`src/rtl/add_mul_pp_accu_seq.sv`:
```
// Sequential partial-product accumulator: folds RowsPerCycle PP rows per cycle into
// carry-save S/C registers, then resolves P with a single carry-propagate add.
module add_mul_pp_accu_seq #(
    parameter int widthX       = 8,
    parameter int widthY       = 8,
    parameter int RowsPerCycle = 2
) (
    input  logic                                         CLK,
    input  logic                                         RST,
    input  logic                                         FLUSH,
    input  logic                                         IN_VALID,
    output logic                                         IN_READY,
    input  logic [(widthX+1)*(widthX+widthY)-1:0]        PP,
    output logic                                         OUT_VALID,
    input  logic                                         OUT_READY,
    output logic [widthX+widthY-1:0]                     P,
    output logic                                         BUSY
);

    localparam int widthP = widthX + widthY;
    localparam int R      = widthX + 1;
    localparam int K      = RowsPerCycle;
    localparam int N      = (R + K - 1) / K;
    // Row buffer is padded to N*K rows so rows past R read as zero.
    localparam int BW     = N * K * widthP;
    localparam int CW     = (N > 1) ? $clog2(N) : 1;

    typedef enum logic [1:0] {
        ST_IDLE = 2'd0,
        ST_ACCU = 2'd1,
        ST_ADD  = 2'd2,
        ST_DONE = 2'd3
    } state_t;

    state_t              state_q, state_d;
    logic [widthP-1:0]   s_q, s_d;
    logic [widthP-1:0]   c_q, c_d;
    logic [BW-1:0]       rows_q, rows_d;
    logic [CW-1:0]       cnt_q, cnt_d;
    logic [widthP-1:0]   p_q, p_d;

    logic [widthP-1:0]   chain_s [0:K];
    logic [widthP-1:0]   chain_c [0:K];

    function automatic logic [widthP-1:0] csa_sum(input logic [widthP-1:0] a,
                                                  input logic [widthP-1:0] b,
                                                  input logic [widthP-1:0] c);
        return a ^ b ^ c;
    endfunction

    // Majority carry moves up one weight; the bit leaving the top is dropped (mod 2^widthP).
    function automatic logic [widthP-1:0] csa_carry(input logic [widthP-1:0] a,
                                                    input logic [widthP-1:0] b,
                                                    input logic [widthP-1:0] c);
        return ((a & b) | (a & c) | (b & c)) << 1;
    endfunction

    // K chained 3:2 stages over the lowest K rows of the buffer.
    always_comb begin
        chain_s[0] = s_q;
        chain_c[0] = c_q;
        for (int k = 0; k < K; k++) begin
            chain_s[k+1] = csa_sum(chain_s[k], chain_c[k], rows_q[k*widthP +: widthP]);
            chain_c[k+1] = csa_carry(chain_s[k], chain_c[k], rows_q[k*widthP +: widthP]);
        end
    end

    // Next-state and datapath update.
    always_comb begin
        state_d = state_q;
        s_d     = s_q;
        c_d     = c_q;
        rows_d  = rows_q;
        cnt_d   = cnt_q;
        p_d     = p_q;
        if (FLUSH) begin
            state_d = ST_IDLE;
            s_d     = {widthP{1'b0}};
            c_d     = {widthP{1'b0}};
            cnt_d   = {CW{1'b0}};
        end else begin
            case (state_q)
                ST_IDLE: begin
                    if (IN_VALID) begin
                        rows_d  = BW'(PP);
                        s_d     = {widthP{1'b0}};
                        c_d     = {widthP{1'b0}};
                        cnt_d   = {CW{1'b0}};
                        state_d = ST_ACCU;
                    end else begin
                        state_d = ST_IDLE;
                    end
                end
                ST_ACCU: begin
                    s_d    = chain_s[K];
                    c_d    = chain_c[K];
                    rows_d = rows_q >> (K * widthP);
                    if (cnt_q == CW'(N - 1)) begin
                        cnt_d   = {CW{1'b0}};
                        state_d = ST_ADD;
                    end else begin
                        cnt_d   = cnt_q + CW'(1);
                        state_d = ST_ACCU;
                    end
                end
                ST_ADD: begin
                    p_d     = s_q + c_q;
                    state_d = ST_DONE;
                end
                ST_DONE: begin
                    if (OUT_READY) begin
                        state_d = ST_IDLE;
                    end else begin
                        state_d = ST_DONE;
                    end
                end
                default: begin
                    state_d = ST_IDLE;
                end
            endcase
        end
    end

    // State and datapath registers.
    always_ff @(posedge CLK or posedge RST) begin
        if (RST) begin
            state_q <= ST_IDLE;
            s_q     <= {widthP{1'b0}};
            c_q     <= {widthP{1'b0}};
            rows_q  <= {BW{1'b0}};
            cnt_q   <= {CW{1'b0}};
            p_q     <= {widthP{1'b0}};
        end else begin
            state_q <= state_d;
            s_q     <= s_d;
            c_q     <= c_d;
            rows_q  <= rows_d;
            cnt_q   <= cnt_d;
            p_q     <= p_d;
        end
    end

    assign IN_READY  = (state_q == ST_IDLE);
    assign OUT_VALID = (state_q == ST_DONE);
    assign BUSY      = (state_q != ST_IDLE);
    assign P         = p_q;

endmodule

```
`config.mk`:
```
export PLATFORM = sky130hd
export DESIGN_NAME = add_mul_pp_accu_seq
export DESIGN_NICKNAME = d
export VERILOG_FILES = /design/src/rtl/add_mul_pp_accu_seq.sv
export SDC_FILE = /design/constraint.sdc
export NUM_CORES = 1
export LEC_CHECK = 0
export CAP_MARGIN = 20
export CELL_PAD_IN_SITES_DETAIL_PLACEMENT = 1
export CELL_PAD_IN_SITES_GLOBAL_PLACEMENT = 1
export CORE_UTILIZATION = 41
export DETAILED_ROUTE_END_ITERATION = 8
export PLACE_DENSITY = 0.91
export SETUP_SLACK_MARGIN = 0.2
export SLEW_MARGIN = 0
export SYNTH_ARGS = -nofsm -noshare
export SYNTH_HDL_FRONTEND = slang
export SYNTH_SLANG_ARGS = --single-unit
```
`constraint.sdc`:
```
create_clock -name CLK -period 7.2 [get_ports CLK]
set_input_delay 1.44 -clock CLK [delete_from_list [all_inputs] [get_ports CLK]]
set_output_delay 1.44 -clock CLK [all_outputs]
set_load 0.1 [all_outputs]
```
# ---- After elaboration in Yosys (flattened, before gate mapping)
# Index checks and enable logic that the tools add are counted.
dict set report word_totals {
  input_bits 149
  elab_cells 52
  out_inout_bits 19
  regBits 213
}
dict set report op_classes {
  eq_ne 6
  n_bitwise 15
  reduce_logical 7
  n_mux 16
  add_sub_neg 2
}
# op n
set op_table {}
lappend op_table {{$pmux 160 s2} 1}
lappend op_table {{$mux 160} 1}
lappend op_table {{$and 15x15->15} 6}
lappend op_table {{$pmux 16 s2} 2}
lappend op_table {{$xor 16x16->16} 4}
lappend op_table {{$or 15x15->15} 4}
lappend op_table {{$mux 16} 3}
lappend op_table {{$add 16x16->16} 1}
lappend op_table {{$mux 3} 3}
lappend op_table {{$pmux 2 s4} 1}
lappend op_table {{$mux 2} 3}
lappend op_table {{$pmux 3 s2} 1}
lappend op_table {{$eq 2x2->1 const B} 2}
lappend op_table {{$reduce_and 2->1} 2}
lappend op_table {{$reduce_bool 2->1} 2}
lappend op_table {{$add 3x1->3 const B} 1}
lappend op_table {{$eq 3x3->1 const B} 1}
lappend op_table {{$ne 3x3->1 const B} 1}
lappend op_table {{$reduce_and 3->1} 1}
lappend op_table {{$reduce_bool 3->1} 1}
lappend op_table {{$eq 2x1->1 const B} 1}
lappend op_table {{$logic_not 2->1} 1}
lappend op_table {{$ne 2x2->1 const B} 1}
lappend op_table {{$mux 1} 1}
lappend op_table {{$not 1->1} 1}

# ---- Depth between registers and ports, before layout
dict set report depth {
  depth_word 8
  depth_mapped 9
  ltp_nobuf 9
}

# ---- Worst setup path before layout
# Ideal clock, no wire load.
dict set report synth_timing {
  kind {reg2out}
  start {reg state_q[0]}
  end {out IN_READY}
  path_slack_ns 4.009
  stages_incl_launch_ff 4
  path_buffers 1
  t_arrival_ns 1.751
  required_time_ns 5.760
  path_cell_list {dfrtp_1 -> clkbuf_1 -> or2_2 -> inv_1}
}
dict set report synth_via {
  elab_chain_len 1
}
# item line_no
set synth_lines {}
lappend synth_lines {{start: declaration} 35} ;# state_t state_q, state_d;
lappend synth_lines {{start signal: assignment} 134} ;# state_q <= state_d;
lappend synth_lines {{$logic_not 2->1} 143} ;# assign IN_READY = (state_q == ST_IDLE);
lappend synth_lines {{end: declaration} 12} ;# output logic IN_READY,
# Every way passes these cells.

# ---- Worst setup path after layout
# Ends and elaborated chain as after synthesis.

==> metrics.csv <==
stage,metric,value,unit
routing,viasPerCell,5.01,
floorplanning,coreArea,23500,sq um
floorplanning,num_rows,56,
timing,maxSlewViolCount,0,
placement,gp_congestion,0.821,
layout,mostFrequentLayoutCells,"dfrtp_1 (196), nand2_1 (186), clkdlybuf4s50_1 (167)",
floorplanning,initial_core_util,41.8,%
timing,hold_viol_final,0,
timing,period_minus_slack,4.00,ns
grt,grt_antenna_before_repair,1,
clock_tree,postCtsHoldBufs,0,
logic_synthesis,ys_warn_count,0,
layout,drive_gt1_share,4.38,%
layout,final_common_cell,dfrtp_1,
timing,tightest_slew,1.14,ns
worst_setup_path,path_depth,4,
worst_setup_path,cpMaxStageDelayCell,clkdlybuf4s50_1,
logic_synthesis,synth_top_family_by_area,compound AO/OA/AOI/OAI gates,
timing,slew_headroom,23.9,%
worst_hold_path,min_to,rows_q[122],
worst_hold_path,min_path_type,flop to flop,
timing,rsz0062_at_grt,no,
floorplanning,ioPinCount,168,
placement,portBuffers,167,
layout,postLayoutCoreUtil,52.3,%
run,maxCapViolations,0,
worst_setup_path,worstSetupStartpointType,flop,
worst_setup_path,required,5.76,ns
worst_setup_path,cp_top_family,buffers and inverters,
grt,grt_usage,21.4,%
timing,setup_viol,0,
floorplanning,chipHeight,157,um
logic_synthesis,synth_nets,1174,
worst_setup_path,critPathKind,flop to output port,
timing,finClkSkew,0.0100,ns
logic_synthesis,synth_compound_area_share,12.8,%
worst_setup_path,arrival,2.56,ns
power,finalPower,2.90,mW
timing,tns,0,ns
logic_synthesis,syn_area_per_cell,10.1,sq um
clock_tree,cts_buffer_depth,2,
layout,fin_nets,1303,
layout,n_fill_cell,2650,
worst_setup_path,reg2reg_depth,7,
logic_synthesis,synth_area,9840,sq um
routing,drt_pass1_iterations,4,
worst_hold_path,whs_path_depth,2,
status,status,finished clean,
grt,grt_pass1_wl,40300,um
clock_tree,clk_pin_slew,0.08,ns
routing,drt-initial-drc-count,380,
worst_setup_path,critical_path.reg2reg.startpoint,state_q[0],
clock_tree,clockRootBuffer,clkbuf_16,
worst_setup_path,end_kind,output port,
routing,drc_errors,0,
clock_tree,cts_tree,yes,
logic_synthesis,synthCells,978,
placement,dp_hpwl,18200,um
layout,layout.area.seq,4900,sq um
worst_setup_path,path_max_fanout,41,
layout,multi_input_area,4480,sq um
worst_setup_path,r2r_slack,4.02,ns
logic_synthesis,ys_ff_latch,196,
logic_synthesis,synth.yosys.seq_area_share,49.8,%
timing,clock.fmax,0.250,GHz
clock_tree,clk_latency,0.44,ns
clock_tree,cts_inserted_buffers,17,
worst_hold_path,min-delay-start,rows_q[122],
grt,grt_pass1_vias,7895,
worst_setup_path,critPathBufInv,3,
grt,grt_start_max_net_pins,289,
routing,via_count,7214,
worst_setup_path,path_cells,buf_4 -> or2_2 -> inv_1 -> clkdlybuf4s50_1,
power,p_leak,5.60,nW
worst_setup_path,rr_endpoint,cnt_q[2],
clock_tree,cts_setup_buffers,0,
logic_synthesis,yosys.area_share.simple,11.0,%
worst_setup_path,slowest_delay,1.12,ns
routing,wl_per_cell,17.3,um
timing,fin_crit_sh,55.6,%
routing,drt_wl_total,24900,um
clock_tree,cts_resized,0,
logic_synthesis,synth-xor-area-share,1.33,%
logic_synthesis,synth_mux_area_share,11.9,%
clock_tree,numClockSinks,196,
layout,areaGrowthSynthToFinish,25.0,%
logic_synthesis,synthAdderAreaFrac,8.19,%
grt,grt.overflow.total,0,
power,power_density,236,nW/um^2
floorplanning,dieArea,24600,sq um
floorplanning,fp.dieW,157,um
clock_tree,htree_levels,4,
power,vdd.ir_drop.worst,193,uV
routing,detail-route-antenna-nets,0,
logic_synthesis,ys_types,36,
[flip-flops by register name, indices dropped and copies added (netlist names)]
name / count
cnt_q: 3
c_q: 15
s_q: 16
state_q: 2
P: 16
rows_q: 144
[per-stage QoR]
step           hold WS (ns)  instances  worst slack [ns]  cell area [sq um]
6_report              0.484       1440              3.20              12300
5_1_grt               0.506       1440              3.09              12300
4_1_cts               0.488       1439              3.16              12300
3_5_place_dp          0.470       1407              3.63              11700
3_3_place_gp          0.460       1407              3.67              11700
2_1_floorplan         0.450        978             0.419               9840
[cell usage after synthesis]
master | number | area [sq um]
a211oi_1 | 2 | 15.0
a211oi_2 | 1 | 12.5
a21o_1 | 10 | 75.1
a21oi_1 | 15 | 75.1
a221oi_2 | 1 | 15.0
a22o_1 | 8 | 70.1
a31oi_1 | 3 | 18.8
and2_1 | 1 | 6.26
and3_1 | 3 | 18.8
buf_2 | 27 | 135
buf_6 | 1 | 11.3
clkbuf_1 | 34 | 128
dfrtp_1 | 196 | 4900
fa_1 | 29 | 581
ha_1 | 18 | 225
inv_1 | 55 | 206
mux2_2 | 4 | 45.0
mux2i_1 | 113 | 1130
nand2_1 | 186 | 698
nand2b_1 | 36 | 225
nand3_1 | 2 | 10.0
nor2_1 | 13 | 48.8
nor2b_1 | 3 | 18.8
nor3_1 | 3 | 15.0
nor3b_1 | 2 | 15.0
nor4_1 | 1 | 6.26
o21a_1 | 3 | 22.5
o21ai_0 | 51 | 255
o21ai_1 | 136 | 681
o31ai_1 | 2 | 15.0
o41ai_1 | 1 | 8.76
or2_2 | 1 | 6.26
or3_1 | 1 | 6.26
or4_1 | 1 | 7.51
xnor2_1 | 7 | 61.3
xor2_1 | 8 | 70.1
[tightest hold or removal path, cell delays in order (launching register included)]
cell	delay (ns)
dfrtp_1	0.35
nand2_1	0.05
o21ai_0	0.06
[routing by layer]
layer / vias up / global-route usage, % / part of all wire [%]
met2: 147 / 36.4 / 50
met4: 0 / 7.52 / 2.3
met3: 35 / 5.34 / 4.4
li1: 3526 / - / -
met5: - / 0 / 0
met1: 3506 / 26.2 / 43
[worst max path at each step]
stage	to	from	slack, ns
final	IN_READY	state_q[0]	3.20
after global routing	IN_READY	state_q[0]	3.09
after CTS	IN_READY	state_q[0]	3.16
after detailed placement	P[0]	RST	3.63
after global placement	IN_READY	state_q[0]	3.67
after floorplan	P[0]	RST	0.42
[layout make-up]
cell class	count	area share, %
Sequential cell	196	39.9
Clock buffer	17	3.46
Tap cell	319	3.24
Clock inverter	15	1.26
Inverter	55	1.74
Antenna cell	1	0.0203
Multi-Input combinational cell	665	36.4
Timing Repair Buffer	172	14.0
[report_power, final]
group / internal (mW) / leakage, nW / switching (mW)
clock network: 0.467 / 0.285 / 0.478
registers: 1.25 / 2.53 / 0.104
logic: 0.272 / 2.79 / 0.327
[logic make-up (layout without fill, tap and decap cells)]
group,count (synthesis),count (layout)
adder cells (fa/ha/maj),47,47
buffers and inverters,117,259
XOR/XNOR,15,15
other,0,1
flip-flops,196,196
AND/OR/NAND/NOR,253,253
AO/OA/AOI/OAI,233,233
multiplexers,117,117
(Power assumes the default switching activity.)
